### src/rtl/lc3_pkg.sv
// Shared definitions for the LC-3 memory interface: FSM state encoding,
// memory-mapped I/O register addresses and the default access timeout.
package lc3_pkg;

    // Access sequencer states
    typedef enum logic [1:0] {
        IDLE = 2'd0,
        REQ  = 2'd1,
        DONE = 2'd2,
        HOLD = 2'd3
    } lc3_state_e;

    // Device register addresses decoded when LC3_MMIO_EN is defined
    localparam logic [15:0] KBSR_ADDR = 16'hFE00;
    localparam logic [15:0] KBDR_ADDR = 16'hFE02;
    localparam logic [15:0] DSR_ADDR  = 16'hFE04;
    localparam logic [15:0] DDR_ADDR  = 16'hFE06;

    // Cycles to wait for mem_ack before giving up on an access
    localparam int TIMEOUT_DEFAULT = 16;

    // True when an address belongs to the device register block
    function automatic logic is_mmio_addr(input logic [15:0] addr);
        return (addr == KBSR_ADDR) || (addr == KBDR_ADDR) ||
               (addr == DSR_ADDR)  || (addr == DDR_ADDR);
    endfunction

endpackage

### src/rtl/lc3_mmio_regs.sv
// Keyboard and display device registers (KBSR/KBDR/DSR/DDR).
// Only instantiated when LC3_MMIO_EN is defined.
// acc is a one-cycle strobe marking the cycle an MMIO access completes;
// addr/we/wdata are stable while acc is high. rdata is combinational so the
// caller can capture it on the same edge as acc.
module lc3_mmio_regs
    import lc3_pkg::*;
(
    input  logic        clk,
    input  logic        rst,
    input  logic        acc,
    input  logic        we,
    input  logic [15:0] addr,
    input  logic [7:0]  wdata,
    input  logic        kbd_valid,
    input  logic [7:0]  kbd_data,
    input  logic        disp_ready,
    output logic [15:0] rdata,
    output logic        disp_valid,
    output logic [7:0]  disp_data
);

    logic       kbsr_ready;
    logic [7:0] kbdr;

    // Keyboard capture, KBDR-read acknowledge and display write pulse
    always_ff @(posedge clk) begin
        if (!rst) begin
            kbsr_ready <= 1'b0;
            kbdr       <= 8'h00;
            disp_valid <= 1'b0;
            disp_data  <= 8'h00;
        end else begin
            disp_valid <= 1'b0;
            // A new keystroke wins over a simultaneous KBDR read so no
            // character is lost.
            if (kbd_valid) begin
                kbsr_ready <= 1'b1;
                kbdr       <= kbd_data;
            end else if (acc && !we && addr == KBDR_ADDR) begin
                kbsr_ready <= 1'b0;
            end
            if (acc && we && addr == DDR_ADDR) begin
                disp_valid <= 1'b1;
                disp_data  <= wdata;
            end
        end
    end

    // Read mux; DDR and unknown addresses read as zero
    always_comb begin
        rdata = 16'h0000;
        case (addr)
            KBSR_ADDR: rdata = {kbsr_ready, 15'b0};
            KBDR_ADDR: rdata = {8'h00, kbdr};
            DSR_ADDR:  rdata = {disp_ready, 15'b0};
            default:   rdata = 16'h0000;
        endcase
    end

endmodule

### src/rtl/lc3_mem_if.sv
// LC-3 memory interface: owns MAR/MDR, sequences the request/ack handshake
// with external memory and offers MDR to the main bus mux.
// Optional macro LC3_MMIO_EN adds internally decoded keyboard/display
// registers at xFE00-xFE06 and their device ports.
//
// Memory handshake: mem_req is held high from the edge that samples MIO_EN
// until the edge that samples mem_ack (or the timeout). mem_addr, mem_we and
// mem_wdata are stable for the whole time mem_req is high. mem_ack is only
// honoured while the sequencer is in REQ; mem_rdata must be valid with it.
// R is a one-cycle completion pulse in the cycle after the completing edge.
module lc3_mem_if
    import lc3_pkg::*;
#(
    parameter int TIMEOUT = TIMEOUT_DEFAULT,
    parameter int ADDR_W  = 16
) (
    input  logic              clk,
    input  logic              rst,
    input  logic [15:0]       main_bus,
    input  logic              LDMAR,
    input  logic              LDMDR,
    input  logic              MIO_EN,
    input  logic              R_W,
    input  logic              GateMDR,
    output logic [15:0]       mdr_bus_out,
    output logic              mdr_bus_drive,
    output logic              R,
    output logic              mem_err,
    output logic              mem_req,
    output logic              mem_we,
    output logic [ADDR_W-1:0] mem_addr,
    output logic [15:0]       mem_wdata,
    input  logic [15:0]       mem_rdata,
    input  logic              mem_ack,
`ifdef LC3_MMIO_EN
    input  logic              kbd_valid,
    input  logic [7:0]        kbd_data,
    input  logic              disp_ready,
    output logic              disp_valid,
    output logic [7:0]        disp_data,
`endif
    output logic [1:0]        dbg_state
);

    // Counter must hold TIMEOUT-1 even when TIMEOUT is 1
    localparam int CNT_W = (TIMEOUT > 1) ? $clog2(TIMEOUT) : 1;
    localparam logic [CNT_W-1:0] CNT_LAST = CNT_W'(TIMEOUT - 1);

    lc3_state_e        state;
    logic [ADDR_W-1:0] mar;
    logic [15:0]       mdr;
    logic [CNT_W-1:0]  wait_cnt;

    logic [15:0]       next_addr;    // MAR as it will be after this edge
    logic              next_is_mmio; // request about to start targets MMIO
    logic              mmio_sel;     // MMIO access completing this cycle
    logic [15:0]       mmio_rdata;

    assign next_addr = LDMAR ? main_bus : 16'(mar);

`ifdef LC3_MMIO_EN
    assign next_is_mmio = is_mmio_addr(next_addr);
    assign mmio_sel     = (state == REQ) && is_mmio_addr(16'(mar));

    lc3_mmio_regs u_mmio_regs (
        .clk        (clk),
        .rst        (rst),
        .acc        (mmio_sel),
        .we         (mem_we),
        .addr       (16'(mar)),
        .wdata      (mdr[7:0]),
        .kbd_valid  (kbd_valid),
        .kbd_data   (kbd_data),
        .disp_ready (disp_ready),
        .rdata      (mmio_rdata),
        .disp_valid (disp_valid),
        .disp_data  (disp_data)
    );
`else
    // Without device registers every address goes to external memory
    assign next_is_mmio = 1'b0;
    assign mmio_sel     = 1'b0;
    assign mmio_rdata   = next_addr;
`endif

    // Access sequencer with MAR/MDR, registered handshake outputs and error flag
    always_ff @(posedge clk) begin
        if (!rst) begin
            state    <= IDLE;
            mar      <= '0;
            mdr      <= 16'h0000;
            wait_cnt <= '0;
            R        <= 1'b0;
            mem_req  <= 1'b0;
            mem_we   <= 1'b0;
            mem_err  <= 1'b0;
        end else begin
            // MAR/MDR are only frozen while an access is outstanding
            if (state != REQ) begin
                if (LDMAR)
                    mar <= main_bus[ADDR_W-1:0];
                if (LDMDR && !MIO_EN)
                    mdr <= main_bus;
            end

            case (state)
                IDLE: begin
                    R <= 1'b0;
                    if (MIO_EN) begin
                        state    <= REQ;
                        mem_we   <= R_W;
                        wait_cnt <= '0;
                        mem_req  <= !next_is_mmio;
                    end
                end

                REQ: begin
                    wait_cnt <= wait_cnt + 1'b1;
                    if (mmio_sel) begin
                        if (!mem_we)
                            mdr <= mmio_rdata;
                        mem_req <= 1'b0;
                        R       <= 1'b1;
                        state   <= DONE;
                    end else if (mem_ack) begin
                        if (!mem_we)
                            mdr <= mem_rdata;
                        mem_req <= 1'b0;
                        R       <= 1'b1;
                        state   <= DONE;
                    end else if (wait_cnt == CNT_LAST) begin
                        mem_err <= 1'b1;
                        mem_req <= 1'b0;
                        R       <= 1'b1;
                        state   <= DONE;
                    end
                end

                DONE: begin
                    R       <= 1'b0;
                    mem_req <= 1'b0;
                    state   <= MIO_EN ? HOLD : IDLE;
                end

                HOLD: begin
                    R <= 1'b0;
                    if (!MIO_EN)
                        state <= IDLE;
                end

                default: state <= IDLE;
            endcase
        end
    end

    assign mem_addr      = mar;
    assign mem_wdata     = mdr;
    assign mdr_bus_out   = mdr;
    assign mdr_bus_drive = GateMDR;
    assign dbg_state     = state;

endmodule

### config.mk
export PLATFORM = sky130hd
export DESIGN_NAME = lc3_mem_if
export DESIGN_NICKNAME = d
export VERILOG_FILES = /design/src/rtl/lc3_pkg.sv /design/src/rtl/lc3_mmio_regs.sv /design/src/rtl/lc3_mem_if.sv
export SDC_FILE = /design/constraint.sdc
export NUM_CORES = 1
export LEC_CHECK = 0
export CAP_MARGIN = 30
export CORE_UTILIZATION = 36
export DETAILED_ROUTE_END_ITERATION = 6
export GPL_ROUTABILITY_DRIVEN = 0
export MAX_ROUTING_LAYER = met4
export PLACE_DENSITY = 0.85
export SLEW_MARGIN = 15
export SYNTH_ARGS = -nofsm -noshare
export SYNTH_HDL_FRONTEND = slang
export SYNTH_SLANG_ARGS = --single-unit
### constraint.sdc
create_clock -name clk -period 1.5 [get_ports clk]
set_input_delay 0.3 -clock clk [delete_from_list [all_inputs] [get_ports clk]]
set_output_delay 0.3 -clock clk [all_outputs]
set_load 0.05 [all_outputs]
==> results_dict.tcl, run 1 <==
set metrics [dict create \
    dieWidth_um 75.2 \
    synth_area_sq_um 1930 \
    synth_cells 221 \
    synth.largest_area_cell "dfxtp_1" \
    status "finished clean" \
    p_sw_w 0.00252 \
    setup-tns-final_ps 0 \
    antenna_found_initial 0 \
    synth_nets 266 \
    hpwl_mm 4.27 \
    hold_path.class "reg -> reg" \
    clkTransAtPathRegs_ps 80 \
    area_growth_pct 86.6 \
    grt_max_degree 33 \
    cts_max_path_buffers 2 \
    crit_chain "inv_4 > ha_4 > nor3b_4 > buf_12 > mux2i_4 > a21oi_1" \
    vdd_drop_max_uv 1400 \
    swShare_pct 42.1 \
    worst_pin_slew_ps 308 \
    leakage_nw 1.41 \
    slowest_stage "dfxtp_4" \
    yosysSeqAreaShare_pct 43.6 \
    viasPerCell 5.00 \
    cp_max_fo 8 \
    worstSkewPairLatency_ps 280 \
    pwr-share-seq_pct 28.0 \
    async_flop_share_pct 0 \
    synth.most_common_cell "dfxtp_1" \
    fp-row-count 26 \
    crit_buf_inv 2 \
    worstSetupEndpointType "flop" \
    die_area_sq_um 5650 \
    htreeDepth 2 \
    cpLargestDelayFamily "flip-flops" \
    io_buffers 92 \
    slew_violations 0 \
    dieHeight_um 75.2 \
    final.min_clock_period_ps 1500 \
    grt_pass1_wl_mm 8.67 \
    slew_headroom_pct 79.4 \
    start_util_pct 37.5 \
    syn_avg_cell_area_sq_um 8.72 \
    grt_pass1_vias 1832 \
    synth_enable_flop_cells 0 \
    finalNonFillerCells 379 \
    synth_cell_type_count 29 \
    synth_warnings 0 \
    drtIter0Drc 59 \
    pin_count 95 \
    via_count 1896 \
    grt_overflow 0 \
    nets 353 \
    clock-skew-final_ps 6.94 \
    synth.top_cell.area_share_pct 43.6 \
    power_w 0.00598 \
    drt_pre_antenna_iters 4 \
    rsz0062_at_grt "true" \
    max_stage_delay_ps 360 \
    placedCellCount 365 \
    finalCritPeriodShare_pct 99.7 \
    timing.max_cap.violations 0 \
    synth_flop_cell "dfxtp_1" \
    critPathKind "reg -> reg" \
    p_per_area_nw_per_um2 1660 \
    setup-violations-final 0 \
    num_antenna_cells 0 \
    wirelength_mm 5.70 \
    synthTopCellsByArea "dfxtp_1, a21oi_1, mux2i_1" \
    cts_tree "yes" \
    arrival_ps 1660 \
    clkPwrFrac_pct 12.4 \
    fmax_mhz 668 \
    cell_internal_pwr_w 0.00346 \
    cts_buffers 5 \
    fillerInstances 387 \
    synth_top_cells_by_count "dfxtp_1, a21oi_1, nand2_1, o21ai_0, buf_4" \
    hold_violations 0 \
    ys_ff_latch 42 \
    drive_above_1_share_pct 29.8 \
    route.detailed.drc 0 \
    wire_per_inst_um 15.0 \
    cp.required_ps 1660 \
    cts_hold_buf 0 \
    clock-sinks 42 \
    root_buffer "clkbuf_8" \
    startpoint_type "flop" \
    share_comb_of_total_power_pct 59.7 \
    coreArea_sq_um 5140 \
    drt.antenna.violating_nets 0 \
    grt_use_total_pct 21.2 \
]
[power by group through the flow]
stage / combinational (W) / clock (W) / sequential, W
global route: 0.00374 / 0.000810 / 0.00170
finish: 0.00357 / 0.000740 / 0.00167
CTS: 0.00359 / 0.000758 / 0.00167
floorplan: 0.00126 / 0 / 0.00223
detailed placement: 0.00345 / 0 / 0.00170
global placement: 0.00337 / 0 / 0.00168
[cell usage in the layout, fill, tap and decap left out, types with 2 or more instances in the layout]
master           instances
buf_12                  57
dfxtp_1                 40
clkdlybuf4s50_1         38
nand2_1                 37
a21oi_1                 36
o21ai_0                 19
buf_4                   15
mux2i_1                 14
clkbuf_8                 6
nor2_1                   5
nand2b_1                 4
ha_1                     4
nand3b_1                 3
nand3_1                  3
and2b_1                  2
inv_1                    2
a211oi_1                 2
mux2i_4                  2
dfxtp_4                  2
[worst min-delay path, cell delays in order, from the launching register on]
cell and delay [ps]:
dfxtp_1 340, nand2_1 60, a21oi_1 50
[cells by family (layout without fill, tap and decap cells)]
kind of cell	count (synthesis)	count (layout)	share of synthesized area [%]
muxes	16	16	8.31
and+or+nand+nor	58	58	13.9
DFF	42	42	43.6
AOI/OAI and AO/OA	66	66	19.1
adders and majority gates	5	5	3.24
buffers and inverters	34	122	11.8
[repair_timing]
action	in CTS	in global routing
gates resized for setup	4	4
pin swaps	5	2
setup buffers	6	0
setup endpoints to repair	3	18
cloned	1	0
[registers in the layout, indices dropped and copies added (netlist names)]
signal and count:
wait_cnt 4, mem_addr 16, R 1, mem_err 1, mdr_bus_out 16, mem_req 1
mem_we 1, dbg_state 2
[path summary, 6_finish.rpt]
check | from | to | slack (ps) | cells after the start
hold / removal | mem_addr[12] | mem_addr[12] | 500 | 2
setup / recovery | dbg_state[1] | mdr_bus_out[3] | 4 | 6
setup reg to reg | dbg_state[1] | mdr_bus_out[3] | 4 | 6
hold reg to reg | mem_addr[12] | mem_addr[12] | 500 | 2
[area by class of cell]
type                            instances  area [sq um]  share of cell area, %
Tap cell                               70          87.6                   2.43
Clock buffer                            7          86.3                   2.40
Inverter                                3          13.8                  0.382
Sequential cell                        42           848                   23.6
Clock inverter                          1          5.00                  0.139
Timing Repair Buffer                  111          1650                   45.7
Multi-Input combinational cell        145           912                   25.3
[layer usage]
layer	up-vias	part of all wire (%)	GRT usage (%)
met5	-	0	-
met4	0	1.6	5.14
met3	8	5.6	5.09
met2	73	53	39.4
met1	898	40	22.5
li1	917	-	-
[metrics by stage]
stage / setup slack (ps) / hold slack (ps) / util, % / area, sq um
2_1_floorplan: -101 / 436 / - / 1960
3_3_place_gp: -147 / 479 / 66.7 / 3430
3_5_place_dp: -255 / 490 / 66.7 / 3430
4_1_cts: -13.7 / 501 / 70.1 / 3600
5_1_grt: -117 / 522 / 70.0 / 3600
6_report: 3.87 / 497 / 70.0 / 3600
(Power assumes the default switching activity.)
==> inputs of run 2 (changes only) <==
--- a/config.mk
+++ b/config.mk
@@ -5,7 +5,6 @@
 export SDC_FILE = /design/constraint.sdc
 export NUM_CORES = 1
 export LEC_CHECK = 0
-export CAP_MARGIN = 30
 export CORE_UTILIZATION = 36
 export DETAILED_ROUTE_END_ITERATION = 6
 export GPL_ROUTABILITY_DRIVEN = 0
@@ -14,4 +13,5 @@
 export SLEW_MARGIN = 15
 export SYNTH_ARGS = -nofsm -noshare
 export SYNTH_HDL_FRONTEND = slang
+export SYNTH_HIERARCHICAL = 1
 export SYNTH_SLANG_ARGS = --single-unit
==> results of run 2 <==
Final layout, timing and power as in run 1 (identical DEF).
Main changes from that run: Yosys warning count 0 -> 6
==> inputs of run 3 (changes only) <==
--- a/config.mk
+++ b/config.mk
@@ -10,7 +10,7 @@
 export GPL_ROUTABILITY_DRIVEN = 0
 export MAX_ROUTING_LAYER = met4
 export PLACE_DENSITY = 0.85
-export SLEW_MARGIN = 15
+export SLEW_MARGIN = 5
 export SYNTH_ARGS = -nofsm -noshare
 export SYNTH_HDL_FRONTEND = slang
 export SYNTH_HIERARCHICAL = 1
==> results of run 3 <==
Final layout, timing and power as in run 1 (identical DEF).
Main changes from that run: Yosys warning count 0 -> 6
